===== config.mk =====
export PLATFORM = sky130hd
export DESIGN_NAME = scan_encoder_flat
export DESIGN_NICKNAME = d
export VERILOG_FILES = /design/src/rtl/scan_encoder_pkg.sv /design/src/rtl/scan_encoder_if.sv /design/src/rtl/scan_encoder_prio_find.sv /design/src/rtl/scan_encoder.sv /design/src/flat_wrapper.sv
export SDC_FILE = /design/constraint.sdc
export NUM_CORES = 1
export LEC_CHECK = 0
export ABC_CLOCK_PERIOD_IN_PS = 1200
export BUFFER_PORTS_ARGS = -buffer_cell sky130_fd_sc_hd__buf_4
export CORE_AREA = 2 2 39 41
export CTS_CLUSTER_SIZE = 10
export DETAILED_ROUTE_END_ITERATION = 6
export DIE_AREA = 0 0 41 43
export PLACE_DENSITY_LB_ADDON = 0.1
export SLEW_MARGIN = 30
export SYNTH_ARGS = -nofsm -noshare
export SYNTH_HDL_FRONTEND = slang
export SYNTH_SLANG_ARGS = --single-unit

===== constraint.sdc =====
create_clock -name clk -period 1.2 [get_ports clk]
set_input_delay 0.12 -clock clk [delete_from_list [all_inputs] [get_ports clk]]
set_output_delay 0.12 -clock clk [all_outputs]
set_load 0.1 [all_outputs]

===== src/rtl/scan_encoder_pkg.sv =====
// Shared types and helpers for the sequential multi-hot to binary-index encoder.
package scan_encoder_pkg;

  typedef enum logic {
    ST_IDLE = 1'b0,
    ST_SCAN = 1'b1
  } state_t;

  // Width of a binary index that addresses n request bits.
  function automatic int idx_w(input int n);
    return (n > 1) ? $clog2(n) : 1;
  endfunction

endpackage


===== src/rtl/scan_encoder_if.sv =====
// Input-vector and output-index handshakes of scan_encoder.
interface scan_encoder_if
  import scan_encoder_pkg::*;
#(
  parameter int N = 4,
  parameter int W = idx_w(N)
);
  logic         in_valid;
  logic         in_ready;
  logic [N-1:0] in_vec;
  logic         out_valid;
  logic         out_ready;
  logic [W-1:0] out_idx;
  logic         out_last;

  // master: request source plus index consumer; slave: the encoder
  modport master (
    output in_valid, in_vec, out_ready,
    input  in_ready, out_valid, out_idx, out_last
  );

  modport slave (
    input  in_valid, in_vec, out_ready,
    output in_ready, out_valid, out_idx, out_last
  );
endinterface


===== src/rtl/scan_encoder_prio_find.sv =====
// Combinational priority bit-find: binary index and one-hot of the winning set bit.
// Winner is the lowest set bit, or the highest when SCAN_ENC_MSB_FIRST_EN is defined.
module prio_find
  import scan_encoder_pkg::*;
#(
  parameter int N = 4,
  parameter int W = idx_w(N)
) (
  input  logic [N-1:0] vec,
  output logic [W-1:0] idx,
  output logic [N-1:0] onehot
);

  // The scan order is chosen so the last hit seen is the winner.
  always_comb begin
    idx    = '0;
    onehot = '0;
`ifdef SCAN_ENC_MSB_FIRST_EN
    for (int i = 0; i < N; i++) begin
`else
    for (int i = N - 1; i >= 0; i--) begin
`endif
      if (vec[i]) begin
        idx       = W'(i);
        onehot    = '0;
        onehot[i] = 1'b1;
      end
    end
  end

endmodule


===== src/rtl/scan_encoder.sv =====
// Sequential N-to-log2(N) encoder: emits the index of every set bit of an accepted
// vector, one per beat. Optional macro SCAN_ENC_MSB_FIRST_EN selects MSB-first order.
module scan_encoder
  import scan_encoder_pkg::*;
#(
  parameter  int N = 4,
  localparam int W = idx_w(N)
) (
  input  logic                 clk,
  input  logic                 rst_n,
  scan_encoder_if.slave        bus,
  output logic                 zero_err,
  output logic                 busy
);

  localparam logic [N-1:0] ONE = {{(N-1){1'b0}}, 1'b1};

  state_t       state, state_nxt;
  logic [N-1:0] pending, pending_nxt;
  logic [N-1:0] win_oh;
  logic [W-1:0] win_idx;
  logic         zero_q, zero_nxt;
  logic         last, in_rdy, out_vld;

  prio_find #(.N(N), .W(W)) u_find (
    .vec   (pending),
    .idx   (win_idx),
    .onehot(win_oh)
  );

  // Exactly one bit left: non-zero and clearing the lowest bit leaves nothing.
  assign last = (pending != '0) && ((pending & (pending - ONE)) == '0);

  always_ff @(posedge clk or negedge rst_n) begin
    if (!rst_n) begin
      state   <= ST_IDLE;
      pending <= '0;
      zero_q  <= 1'b0;
    end else begin
      state   <= state_nxt;
      pending <= pending_nxt;
      zero_q  <= zero_nxt;
    end
  end

  always_comb begin
    state_nxt   = state;
    pending_nxt = pending;
    zero_nxt    = 1'b0;
    in_rdy      = 1'b0;
    out_vld     = 1'b0;
    case (state)
      ST_IDLE: begin
        in_rdy = 1'b1;
        if (bus.in_valid) begin
          if (bus.in_vec != '0) begin
            pending_nxt = bus.in_vec;
            state_nxt   = ST_SCAN;
          end else begin
            zero_nxt = 1'b1;
          end
        end
      end
      ST_SCAN: begin
        out_vld = 1'b1;
        if (bus.out_ready) begin
          pending_nxt = pending & ~win_oh;
          if (last) state_nxt = ST_IDLE;
        end
      end
      default: state_nxt = ST_IDLE;
    endcase
  end

  assign bus.in_ready  = in_rdy;
  assign bus.out_valid = out_vld;
  assign bus.out_idx   = win_idx;
  assign bus.out_last  = last;
  assign zero_err      = zero_q;
  assign busy          = (state == ST_SCAN);

endmodule


===== src/flat_wrapper.sv =====
// flat-port wrapper written by rule: the top's interface ports become plain ports
module scan_encoder_flat import scan_encoder_pkg::*;
#(
  parameter  int N = 4,
  localparam int W = idx_w(N)
)
  (clk, rst_n, zero_err, busy, bus_in_valid, bus_in_vec, bus_out_ready, bus_in_ready, bus_out_valid, bus_out_idx, bus_out_last);
  scan_encoder_if #(.N(N), .W(($clog2(N)))) bus_i ();
  input  logic clk;
  input  logic rst_n;
  output logic zero_err;
  output logic busy;
  input wire logic [$bits(bus_i.in_valid)-1:0] bus_in_valid;
  input wire logic [$bits(bus_i.in_vec)-1:0] bus_in_vec;
  input wire logic [$bits(bus_i.out_ready)-1:0] bus_out_ready;
  output wire logic [$bits(bus_i.in_ready)-1:0] bus_in_ready;
  output wire logic [$bits(bus_i.out_valid)-1:0] bus_out_valid;
  output wire logic [$bits(bus_i.out_idx)-1:0] bus_out_idx;
  output wire logic [$bits(bus_i.out_last)-1:0] bus_out_last;
  assign bus_i.in_valid = bus_in_valid;
  assign bus_i.in_vec = bus_in_vec;
  assign bus_i.out_ready = bus_out_ready;
  assign bus_in_ready = bus_i.in_ready;
  assign bus_out_valid = bus_i.out_valid;
  assign bus_out_idx = bus_i.out_idx;
  assign bus_out_last = bus_i.out_last;
  scan_encoder #(.N(N)) u_core (.clk(clk), .rst_n(rst_n), .bus(bus_i), .zero_err(zero_err), .busy(busy));
endmodule

==> flow_metrics.tcl, run 1 <==
set metrics [dict create \
    maxCapViolCount 0 \
    synth-edff-count 0 \
    endpoint "bus_out_last" \
    start_util 0.275 \
    drt_pass1_iterations 4 \
    coreArea_um2 1380 \
    outcome "finished with violations" \
    fin_ws_ns -0.292 \
    placementRows 14 \
    ys_top_cells_by_area "dfrtp_1 39%, a21oi_1 7.9%, nand2_1 5.9%" \
    utilization 0.562 \
    grt_pass1_vias 462 \
    worst_slew_pin_slew_ns 0.462 \
    min_period_over_period 1.24 \
    antennaDiodeCount 0 \
    antenna_left 0 \
    port_buffers 14 \
    cp.required_ns 1.08 \
    cts_made_buffers 3 \
    avgSynthCellArea_um2 8.45 \
    die_area_um2 1760 \
    antenna_found_initial 0 \
    clkTransAtPathRegs_ns 0.05 \
    synthCells 45 \
    dominantRegCellSynth "dfrtp_1" \
    area.growth.synth_to_final_pct 105 \
    drtIter0Drc 6 \
    cts_buffer_depth 2 \
    critPathLaunch "u_core.pending[2]$_DFFE_PN0P_" \
    place.gp.congestion 0.764 \
    rsz0062_at_grt "true" \
    end_kind "output port" \
    layout.nets 85 \
    fin_hold_ws_ns 0.134 \
    drcViolationCount 0 \
    cts_sinks 6 \
    synth_common_cells "6 x a21oi_1, 6 x dfrtp_1, 6 x nand2_1" \
    fmax_mhz 670 \
    reg2reg_to "u_core.busy$_DFF_PN0_" \
    async_reset_ff_frac 1.00 \
    max_slew_margin 0.689 \
    hold_viol_final 0 \
    die_y_um 43 \
    hold_class "primary input to flip-flop" \
    cts_max_level 1 \
    critPathKind "flip-flop to output port" \
    cts_tree "built" \
    r2r_cells 4 \
    syn-num-nets 53 \
    drive_above_1_share 0.618 \
    yosysSeqAreaShare 0.395 \
    worstReg2RegStart "u_core.pending[2]$_DFFE_PN0P_" \
    finalSetupViolCount 6 \
    synth_top_area_share 0.395 \
    ys_seq_elements 6 \
    dp_hpwl_um 809 \
    yosys_warnings 0 \
    die_w_um 41 \
    overflow 0 \
    holdPathStages 3 \
    yosysTopAreaCell "dfrtp_1" \
    viasPerCell 4.97 \
    root_buffer "clkbuf_4" \
    routedWlPerCell_um 12.0 \
    crit_fanout 4 \
    finalClockSkew_ns 0.00495 \
    critPathLaunchType "flip-flop" \
    synth_cell_types 22 \
    grt_max_degree 7 \
    period_minus_slack_ns 1.49 \
    num_vias 457 \
    grt_pass1_wl_um 1920 \
    crit_arrival_ns 1.37 \
    worst_skew_pair.late_latency_ns 0.24 \
    failed_checks "setup timing" \
    drt-total-wl_um 1110 \
    grt_usage 0.163 \
    finalMaxSlewViolations 0 \
    netlist_area_um2 380 \
    reg2reg_slack_ns -0.08 \
    pin_count 15 \
]
==> layer usage <==
| layer | vias to the layer above | global-route usage | part of all wire | routed length (um) |
|---|---|---|---|---|
| li1 | 225 | - | - | - |
| met1 | 218 | 0.207 | 0.42 | 460 |
| met2 | 12 | 0.250 | 0.53 | 586 |
| met3 | 2 | 0.0471 | 0.045 | 50 |
| met4 | 0 | 0.0600 | 0.0072 | 8 |
| met5 | - | 0 | 0 | 0 |
==> cell usage in the layout (no fill, tap or decap), types with 2 or more instances in the layout <==
cell type / count
a21oi_1: 4
buf_12: 4
buf_4: 23
buf_6: 2
clkbuf_4: 3
dfrtp_1: 5
nand2_1: 5
nor2_1: 3
nor2b_1: 2
o211ai_1: 3
==> repair_timing <==
action                                 4_1_cts  5_1_grt
setup buffers                                5        0
pin swaps                                    4        2
setup endpoints to repair                    5        8
endpoints found under the hold margin        6        0
hold buffers                                 1        0
resized for setup                           17        6
==> flip-flops by register name, summed over array words and instances, names as in the netlist <==
name	cells
u_core.pending	4
u_core.busy	1
u_core.zero_err	1
==> critical path: stages, from the launching register on <==
cell     delay, ns
dfrtp_1       0.41
xor2_1        0.17
a221o_2       0.37
buf_12        0.17
==> per-stage QoR <==
step           instances  setup TNS [ns]  worst slack (ns)  cell area [um2]
6_report              92          -0.713            -0.292              778
5_1_grt               92           -1.05            -0.355              778
4_1_cts               92          -0.739            -0.297              747
3_5_place_dp          82          -0.111            -0.101              601
3_3_place_gp          82         -0.0777           -0.0777              601
2_1_floorplan         45           -1.90            -0.497              424
==> worst min path at each step <==
stage	start	slack, ns	endpoint
4_1_cts	bus_in_vec[1]	0.13	u_core.pending[1]$_DFFE_PN0P_
5_1_grt	bus_in_vec[1]	0.14	u_core.pending[1]$_DFFE_PN0P_
3_5_place_dp	rst_n	-0.07	u_core.zero_err$_DFF_PN0_
3_3_place_gp	rst_n	-0.07	u_core.busy$_DFF_PN0_
2_1_floorplan	rst_n	-0.18	u_core.pending[0]$_DFFE_PN0P_
6_report	bus_in_vec[1]	0.13	u_core.pending[1]$_DFFE_PN0P_
==> final cells by class <==
| type | instances | area [um2] |
|---|---|---|
| fillers | 130 | 606 |
| well taps | 16 | 20.0 |
| flip-flops and latches | 6 | 154 |
| inverters | 3 | 15.0 |
| clock buffers | 4 | 26.3 |
| repair buffers | 30 | 285 |
| multi-input cells | 33 | 278 |
==> cells by family (layout without fill, tap and decap cells) <==
group,after synthesis,count (layout),synth area share
AND/OR/NAND/NOR,18,18,0.260
XOR/XNOR,1,1,0.0230
AO/OA/AOI/OAI,14,14,0.247
flip-flops,6,6,0.395
buffers and inverters,6,37,0.0757
Power of run 1 is left out: the tool's default activity adds up to more than one toggle a clock period on the data nets, which glitch-free logic cannot reach.
==> run 2: changes to the inputs <==
--- a/config.mk
+++ b/config.mk
@@ -5,6 +5,7 @@
 export SDC_FILE = /design/constraint.sdc
 export NUM_CORES = 1
 export LEC_CHECK = 0
+export ABC_AREA = 1
 export ABC_CLOCK_PERIOD_IN_PS = 1200
 export BUFFER_PORTS_ARGS = -buffer_cell sky130_fd_sc_hd__buf_4
 export CORE_AREA = 2 2 39 41
==> run 2 against run 1 <==
The run still ends with setup timing left. Cell area shrank 8.7%. First-iteration DRC count up 100%. Worst setup slack gained 0.14 ns. Core utilization is 4.9 points lower. Worst hold slack lost 0.0086 ns. Sequential share of layout area increased by 2.4 points. Largest cell class is now multi-input gates.
==> flow_metrics.tcl, run 2 <==
set metrics [dict create \
    antennaDiodeCount 0 \
    critPathLaunch "u_core.pending[1]$_DFFE_PN0P_" \
    synthCells 57 \
    grt_max_degree 10 \
    finalSetupViolCount 3 \
    layout.nets 92 \
    overflow 0 \
    max_slew_margin 0.816 \
    finalClockSkew_ns 0.00645 \
    drt_pass1_iterations 4 \
    critPathLaunchType "flip-flop" \
    cp.required_ns 1.08 \
    cts_tree "built" \
    place.gp.congestion 0.726 \
    grt_usage 0.123 \
    die_w_um 41 \
    num_vias 437 \
    layout_common_cells "17 x nand2_1, 16 x buf_4, 6 x nand2_2" \
    clkTransAtPathRegs_ns 0.04 \
    rsz0062_at_grt "true" \
    synth-edff-count 0 \
    area.growth.synth_to_final_pct 86.8 \
    routedWlPerCell_um 9.45 \
    hold_viol_final 0 \
    start_util 0.275 \
    reg2reg_slack_ns 0.11 \
    worst_slew_pin_slew_ns 0.278 \
    drive_above_1_share 0.590 \
    grt_pass1_vias 379 \
    syn-num-nets 65 \
    holdPathStages 3 \
    maxCapViolCount 0 \
    cts_sinks 6 \
    dp_hpwl_um 713 \
    synth_top_area_share 0.395 \
    yosysTopAreaCell "dfrtp_1" \
    dominantRegCellSynth "dfrtp_1" \
    coreArea_um2 1380 \
    async_reset_ff_frac 1.00 \
    cts_made_buffers 3 \
    ys_top_cells_by_area "dfrtp_1 39%, nand2_1 23%, nand3_1 6.6%" \
    worstReg2RegStart "u_core.busy$_DFF_PN0_" \
    crit_fanout 3 \
    worst_skew_pair.late_latency_ns 0.24 \
    antenna_found_initial 0 \
    synth_most_common_cell "nand2_1" \
    synth_cell_types 14 \
    top_register "u_core.pending" \
    finalMaxSlewViolations 0 \
    drt-total-wl_um 936 \
    avgSynthCellArea_um2 6.67 \
    period_minus_slack_ns 1.35 \
    end_kind "output port" \
    port_buffers 14 \
    outcome "finished with violations" \
    viasPerCell 4.41 \
    yosys_warnings 0 \
    cts_buffer_depth 2 \
    final_common_cell "nand2_1" \
    grt_pass1_wl_um 1390 \
    synth_common_cells "23 x nand2_1, 6 x dfrtp_1, 5 x nand3_1" \
    hp-start "bus_in_vec[0]" \
    root_buffer "clkbuf_4" \
    failed_checks "setup timing" \
    hold_class "primary input to flip-flop" \
    drtIter0Drc 12 \
    netlist_area_um2 380 \
    drcViolationCount 0 \
    yosysSeqAreaShare 0.395 \
    placementRows 14 \
    fmax_mhz 742 \
    critPathKind "flip-flop to output port" \
    setup_tns_ns -0.298 \
    die_y_um 43 \
    antenna_left 0 \
    die_area_um2 1760 \
    cts_max_level 1 \
    pin_count 15 \
    min_period_over_period 1.12 \
    pre_cts_slack_ns 0.00139 \
    fin_ws_ns -0.148 \
    r2r_cells 5 \
    crit_arrival_ns 1.23 \
    ys_seq_elements 6 \
    largest_register_ffs 4 \
]
==> run 2: metal layers <==
layer  GRT usage  up-vias  wire length [um]
met5           0        -                 0
met4      0.0600        0                 0
met3      0.0628        0                41
met2       0.184       10               502
met1       0.136      196               392
li1            -      231                 -
==> run 2: through the flow <==
stage / instance area [um2] / utilization / std cells / hold slack [ns]
after floorplan: 409 / - / 57 / -0.176
after global placement: 564 / 0.408 / 91 / -0.0725
after detailed placement: 564 / 0.408 / 91 / -0.0708
after CTS: 674 / 0.487 / 98 / 0.118
after global routing: 711 / 0.514 / 99 / 0.114
final: 711 / 0.514 / 99 / 0.125
==> run 2: path summary, 6_finish.rpt <==
path,end
max,bus_out_last
min,u_core.pending[0]$_DFFE_PN0P_
max reg2reg,u_core.pending[2]$_DFFE_PN0P_
min reg2reg,u_core.pending[3]$_DFFE_PN0P_
max in group asynchronous,u_core.pending[1]$_DFFE_PN0P_
min in group asynchronous,u_core.zero_err$_DFF_PN0_
==> run 2: cell type report <==
class / count / area [um2]
clock buffer: 4 / 26.3
fill: 141 / 673
inverter: 8 / 37.5
multi-input combinational: 42 / 243
sequential: 6 / 158
tap: 16 / 20.0
timing repair buffer: 23 / 226
==> run 2: cells by family (layout without fill, tap and decap cells) <==
family | count (synthesis) | count (layout) | synth area share
AO/OA/AOI/OAI | 6 | 6 | 0.0987
buffers and inverters | 9 | 35 | 0.0987
flip-flops | 6 | 6 | 0.395
AND/OR/NAND/NOR | 36 | 36 | 0.408
==> run 2: critical path, stage by stage, from the launching register on <==
cell and delay, ns:
dfrtp_2 0.43, nor2_4 0.13, nand2_4 0.08, a21oi_4 0.17, buf_12 0.18
==> run 2: what timing repair did <==
item | CTS | global route
gates cloned | 0 | 0
buffers inserted | 2 | 1
endpoints found under the hold margin | 6 | 0
pin swaps | 4 | 4
hold buffers | 1 | 0
setup endpoints to repair | 4 | 4
resized for setup | 15 | 10
Power of run 2 is left out for the same reason.
